## src/rtl/sdcard_slot_mux_pkg.sv

```systemverilog
// Shared definitions for the SD-card slot multiplexer: FSM encoding and bus park levels.
package sdcard_slot_mux_pkg;

  typedef enum logic [1:0] {
    ST_GUARD   = 2'd0,
    ST_ACTIVE  = 2'd1,
    ST_PENDING = 2'd2,
    ST_FORCED  = 2'd3
  } state_t;

  // Levels an unrouted slot sees, and what the master sees while nothing is routed.
  localparam logic PARK_CS_N = 1'b1;
  localparam logic PARK_SCK  = 1'b0;
  localparam logic PARK_MOSI = 1'b0;
  localparam logic PARK_MISO = 1'b1;

  function automatic logic is_routed(input state_t s);
    return (s == ST_ACTIVE) || (s == ST_PENDING);
  endfunction

endpackage

```

## src/rtl/sdcard_cd_debounce.sv

```systemverilog
// One-bit card-detect / write-protect conditioner: 2-FF synchroniser followed by a
// stability counter; the output only follows after DEBOUNCE_CYCLES steady cycles.
module sdcard_cd_debounce #(
  parameter int DEBOUNCE_CYCLES = 108000
) (
  input  logic clk,
  input  logic reset,
  input  logic raw,
  output logic level
);

  localparam int CNT_W = $clog2(DEBOUNCE_CYCLES + 1);
  localparam logic [CNT_W-1:0] CNT_LAST = CNT_W'(DEBOUNCE_CYCLES - 1);

  logic             sync1;
  logic             sync2;
  logic [CNT_W-1:0] cnt;

  // NOTE: sequential state uses non-blocking assignments so every flop samples
  // pre-edge values; blocking here would collapse the synchroniser chain.
  always_ff @(posedge clk) begin
    if (reset) begin
      sync1 <= 1'b0;
      sync2 <= 1'b0;
      level <= 1'b0;
      cnt   <= '0;
    end else begin
      sync1 <= raw;
      sync2 <= sync1;
      if (sync2 != level) begin
        if (cnt == CNT_LAST) begin
          level <= sync2;
          cnt   <= '0;
        end else begin
          cnt <= cnt + CNT_W'(1);
        end
      end else begin
        // Any return to the accepted level restarts the stability window.
        cnt <= '0;
      end
    end
  end

endmodule

```

## src/rtl/sdcard_slot_mux.sv

```systemverilog
// SPI SD-card slot multiplexer: routes one master to one of NUM_SLOTS slots, switching only
// while CS is idle, with a parked guard interval and forced park on card removal.
module sdcard_slot_mux
  import sdcard_slot_mux_pkg::*;
#(
  parameter int NUM_SLOTS       = 2,
  parameter int SEL_BITS        = 1,
  parameter int DEBOUNCE_CYCLES = 108000,
  parameter int GUARD_CYCLES    = 16
) (
  input  logic                  clk,
  input  logic                  reset,
  input  logic [SEL_BITS-1:0]   sel_req,
  output logic [SEL_BITS-1:0]   sel_active,
  output logic                  busy,
  input  logic                  spi_cs,
  input  logic                  spi_sck,
  input  logic                  spi_mosi,
  output logic                  spi_miso,
  output logic [0:NUM_SLOTS-1]  slot_cs_n,
  output logic [0:NUM_SLOTS-1]  slot_sck,
  output logic [0:NUM_SLOTS-1]  slot_mosi,
  input  logic [0:NUM_SLOTS-1]  slot_miso,
  input  logic [0:NUM_SLOTS-1]  slot_cd_n,
  input  logic [0:NUM_SLOTS-1]  slot_wp,
  output logic [0:NUM_SLOTS-1]  card_present,
  output logic [0:NUM_SLOTS-1]  card_wp,
  output logic                  cd_change
);

  localparam int GCNT_W = $clog2(GUARD_CYCLES + 1);
  localparam logic [GCNT_W-1:0]   GUARD_LOAD = GCNT_W'(GUARD_CYCLES - 1);
  localparam logic [SEL_BITS:0]   SLOT_LIMIT = (SEL_BITS + 1)'(NUM_SLOTS);

  state_t               state;
  state_t               state_nxt;
  logic [SEL_BITS-1:0]  sel_nxt;
  logic [GCNT_W-1:0]    gcnt;
  logic [GCNT_W-1:0]    gcnt_nxt;
  logic [0:NUM_SLOTS-1] present_q;
  logic [0:NUM_SLOTS-1] cd_fall;
  logic                 sel_valid;
  logic                 switch_req;
  logic                 removal;
  logic                 routed;

  for (genvar i = 0; i < NUM_SLOTS; i++) begin : g_detect
    sdcard_cd_debounce #(.DEBOUNCE_CYCLES(DEBOUNCE_CYCLES)) u_cd (
      .clk   (clk),
      .reset (reset),
      .raw   (~slot_cd_n[i]),
      .level (card_present[i])
    );
    sdcard_cd_debounce #(.DEBOUNCE_CYCLES(DEBOUNCE_CYCLES)) u_wp (
      .clk   (clk),
      .reset (reset),
      .raw   (slot_wp[i]),
      .level (card_wp[i])
    );
  end

  // Previous debounced presence gives change/removal edges; both reset to 0 so no reset pulse.
  always_ff @(posedge clk) begin
    if (reset) present_q <= '0;
    else       present_q <= card_present;
  end

  assign cd_change  = |(card_present ^ present_q);
  assign cd_fall    = present_q & ~card_present;
  assign sel_valid  = ({1'b0, sel_req} < SLOT_LIMIT);
  assign switch_req = sel_valid && (sel_req != sel_active);
  assign removal    = cd_fall[sel_active];

  always_ff @(posedge clk) begin
    if (reset) begin
      state      <= ST_GUARD;
      sel_active <= '0;
      gcnt       <= GUARD_LOAD;
    end else begin
      state      <= state_nxt;
      sel_active <= sel_nxt;
      gcnt       <= gcnt_nxt;
    end
  end

  // NOTE: every always_comb output gets a default first so no path leaves it unassigned,
  // which would otherwise infer a latch.
  always_comb begin
    state_nxt = state;
    sel_nxt   = sel_active;
    gcnt_nxt  = gcnt;
    unique case (state)
      ST_GUARD: begin
        if (gcnt == '0) state_nxt = ST_ACTIVE;
        else            gcnt_nxt  = gcnt - GCNT_W'(1);
      end
      ST_ACTIVE: begin
        // Removal outranks a simultaneous switch request.
        if (removal) begin
          state_nxt = ST_FORCED;
        end else if (switch_req) begin
          if (!spi_cs) begin
            sel_nxt   = sel_req;
            gcnt_nxt  = GUARD_LOAD;
            state_nxt = ST_GUARD;
          end else begin
            state_nxt = ST_PENDING;
          end
        end
      end
      ST_PENDING: begin
        if (removal) begin
          state_nxt = ST_FORCED;
        end else if (sel_req == sel_active) begin
          state_nxt = ST_ACTIVE;
        end else if (!spi_cs && sel_valid) begin
          sel_nxt   = sel_req;
          gcnt_nxt  = GUARD_LOAD;
          state_nxt = ST_GUARD;
        end
      end
      ST_FORCED: begin
        if (!spi_cs) begin
          gcnt_nxt  = GUARD_LOAD;
          state_nxt = ST_GUARD;
        end
      end
      default: begin
        state_nxt = ST_GUARD;
        gcnt_nxt  = GUARD_LOAD;
      end
    endcase
  end

  assign busy   = (state != ST_ACTIVE);
  assign routed = is_routed(state);

  for (genvar i = 0; i < NUM_SLOTS; i++) begin : g_route
    logic hit;
    assign hit          = routed && (sel_active == SEL_BITS'(i));
    assign slot_cs_n[i] = hit ? ~spi_cs  : PARK_CS_N;
    assign slot_sck[i]  = hit ? spi_sck  : PARK_SCK;
    assign slot_mosi[i] = hit ? spi_mosi : PARK_MOSI;
  end

  assign spi_miso = routed ? slot_miso[sel_active] : PARK_MISO;

endmodule

```

## config.mk

```make
export PLATFORM = sky130hd
export DESIGN_NAME = sdcard_slot_mux
export DESIGN_NICKNAME = d
export VERILOG_FILES = /design/src/rtl/sdcard_slot_mux_pkg.sv /design/src/rtl/sdcard_cd_debounce.sv /design/src/rtl/sdcard_slot_mux.sv
export SDC_FILE = /design/constraint.sdc
export NUM_CORES = 1
export LEC_CHECK = 0
export BUFFER_PORTS_ARGS = -buffer_cell sky130_fd_sc_hd__buf_2
export CORE_MARGIN = 2
export CORE_UTILIZATION = 55
export CTS_CLUSTER_DIAMETER = 100
export DETAILED_ROUTE_END_ITERATION = 6
export PLACE_DENSITY = 0.73
export SLEW_MARGIN = 30
export SYNTH_ARGS = -nofsm -noshare
export SYNTH_HDL_FRONTEND = slang
export SYNTH_SLANG_ARGS = --single-unit
```

## constraint.sdc

```tcl
create_clock -name clk -period 2.2 [get_ports clk]
set_input_delay 0.44 -clock clk [delete_from_list [all_inputs] [get_ports clk]]
set_output_delay 0.44 -clock clk [all_outputs]
set_load 0.01 [all_outputs]
```

==> reports/metrics.csv <==
metric,value,unit
status,completed,
critical_path.slowest_cell,dfxtp_1,
comb_power_share,8.2,%
worstHoldPathType,input pin to flip-flop,
grt_max_degree,18,
mostFrequentLayoutCells,"dfxtp_1 (90), nor2_1 (62), xor2_1 (39), nand2_1 (32), a21oi_1 (26)",
synth-seq-cells,90,
synth_nets,519,
drt_iter0_markers,163,
r2r_slack,0.21,ns
synth_fa_ha_area_share,4.09,%
setup_viol,0,
synth-simple-area-share,28.3,%
syn_inst,493,
hold_path.startpoint,slot_cd_n[1],
cts_buffers,9,
grt_usage,19.1,%
grt_pass1_wl,13500,um
syn2layout_area_growth,7.87,%
hold_viol_final,0,
cpPeakStageDelay,0.38,ns
r2r_cells,6,
path_cells,inv_1 -> ha_1 -> nor2b_1 -> and2_1 -> buf_2,
fin_crit_sh,96.5,%
cts_tree,yes,
maxCapViolations,0,
ys_warn_count,0,
crit_path_end_kind,output pin,
fp.dieH,92.2,um
layout.nets,534,
layout_commonest_cell,dfxtp_1,
cts_num_sinks,90,
totalPowerFinal,2.92,mW
grt_pass1_vias,3254,
ioPinCount,26,
synth_mux_area_share,0.936,%
max_freq,471,MHz
start_util,55.9,%
ir_drop,0.285,mV
drive_gt1_share,9.75,%
post_cts_buffers,0,
postLayoutCoreUtil,60.3,%
hold_end,g_detect[1].u_cd.sync1,
async_flop_share,0,%
seqPwrFrac,57.8,%
dieArea,0.00850,mm^2
r2r_end,gcnt[3],
synth_cell_types,49,
p_leak,1.62,nW
fin_crit,2.12,ns
antenna_cells,0,
yosysSeqAreaShare,42.1,%
gp_congestion,0.854,
insertion_delay,0.36,ns
postCtsHoldBufs,0,
cts.clk_slew.worst_paths,0.09,ns
die_x,92.2,um
syn_avg_cell_area,8.68,um^2
dr.pass1.iters,4,
p_int,2.17,mW
drt-wirelength-per-cell,12.3,um
ctsRootBufferMaster,clkbuf_8,
drc,0,
synth_xor_area_share,9.62,%
synth_compound_area_share,10.8,%
hpwl,5420,um
power_density,632,mW/mm^2
num_rows,32,
viasPerCell,5.64,
synth_edf_count,0,
clockBufferDepth,2,
synth_top_family_by_area,simple AND/OR/NAND/NOR gates,
skew,0.00928,ns
critPathKind,flip-flop to output pin,
crit_required,1.76,ns
worst-endpoint-arrival,1.68,ns
vias,3470,
worst_r2r_startpoint,state[0],
hold_depth,2,
antenna_found_initial,0,
coreArea,0.00765,mm^2
overflow,0,
synth_area,0.00428,mm^2
path_max_fanout,5,
layout_setup_ws,0.0765,ns
worstMarginPinSlew,0.522,ns
slew_headroom,64.9,%
place_ws,0.272,ns
slew_violations,0,
htree_levels,3,
postRouteAntennaNets,0,
rsz0062_at_grt,yes,
critPathLaunchType,flip-flop,
portBuffers,25,
clock_power_share,34.0,%
swShare,25.7,%
finalWirelength,7580,um
synth-main-ff-cell,dfxtp_1,
p_sw,750,uW
cts_resized,0,
==> flip-flops by register name, indices dropped and copies added, names as in the netlist, 2 cells and up <==
name,cells
state,2
g_detect.u_cd.sync2,2
g_detect.u_wp.sync1,2
g_detect.u_cd.cnt,34
gcnt,5
g_detect.u_wp.sync2,2
g_detect.u_cd.sync1,2
g_detect.u_wp.level,2
present_q,2
g_detect.u_cd.level,2
g_detect.u_wp.cnt,34
==> cells by family (layout without fill, tap and decap cells) <==
family / count (synthesis) / in the layout
XOR/XNOR: 47 / 47
AND/OR/NAND/NOR: 224 / 224
multiplexers: 4 / 4
AO/OA/AOI/OAI: 73 / 73
flip-flops: 90 / 90
adder cells (fa/ha/maj): 14 / 14
buffers and inverters: 41 / 61
==> power by group through the flow <==
stage | clock, mW | combinational, mW | sequential [mW]
global route | 1.09 | 0.274 | 1.69
finish | 0.993 | 0.240 | 1.69
detailed placement | 0 | 0.238 | 1.72
global placement | 0 | 0.230 | 1.72
CTS | 1.04 | 0.239 | 1.69
floorplan | 0 | 0.175 | 1.71
==> area by class of cell <==
type	instances	area, um^2
clock inverter	6	42.5
timing repair buffer	30	163
fill	696	3030
multi-input combinational	362	2300
sequential	90	1800
tap	102	128
inverter	15	56.3
clock buffer	10	128
==> how the worst max path moves through the flow <==
| stage | from | end | slack [ns] |
|---|---|---|---|
| 6_report | state[0] | slot_sck[0] | 0.08 |
| 5_1_grt | state[0] | slot_mosi[0] | -0.02 |
| 3_3_place_gp | state[0] | gcnt[3] | 0.39 |
| 3_5_place_dp | state[0] | gcnt[3] | 0.27 |
| 4_1_cts | state[0] | slot_sck[0] | 0.06 |
| 2_1_floorplan | state[0] | gcnt[3] | 0.44 |
==> routing by layer <==
metal	GRT usage (%)	share of wire, %	up-vias
met5	0	0	-
met4	9.45	1.2	0
met3	3.45	3.8	12
met2	31.7	46	56
met1	23.9	49	1622
li1	-	-	1780
==> worst max-delay path: cells and delay by family (launching register included) <==
kind,cells,cell delay [ns]
AND/OR/NAND/NOR,2,0.33
adder cells (fa/ha/maj),1,0.38
flip-flops,1,0.38
buffers and inverters,2,0.24
==> through the flow <==
step                hold slack [ns]  area (um^2)  setup TNS [ns]  instances
floorplan                     0.413         4280               0        493
global placement              0.417         4440               0        599
detailed placement            0.428         4440               0        599
CTS                           0.197         4610               0        615
global route                  0.206         4610         -0.0355        615
finish                        0.219         4610               0        615
==> cell usage after synthesis, types with 4 or more instances <==
master	instances	area, um^2
and3_1	12	75.1
ha_1	14	175
buf_2	8	40.0
or4_1	9	67.6
inv_1	14	52.6
nand3_1	22	110
nand2b_1	4	25.0
or3_1	10	62.6
nor4b_1	5	43.8
buf_4	4	30.0
a21oi_1	26	130
nor2b_1	9	56.3
mux2i_1	4	40.0
o31ai_1	13	97.6
nor3_1	6	30.0
nor2_1	62	233
o21ai_0	17	85.1
dfxtp_1	90	1800
nand2_1	32	120
and2_1	7	43.8
nand4_1	25	156
and4_1	9	78.8
xnor2_1	8	70.1
xor2_1	39	342
clkbuf_1	12	45.0
Note: power is estimated with default switching activity, not from simulation.
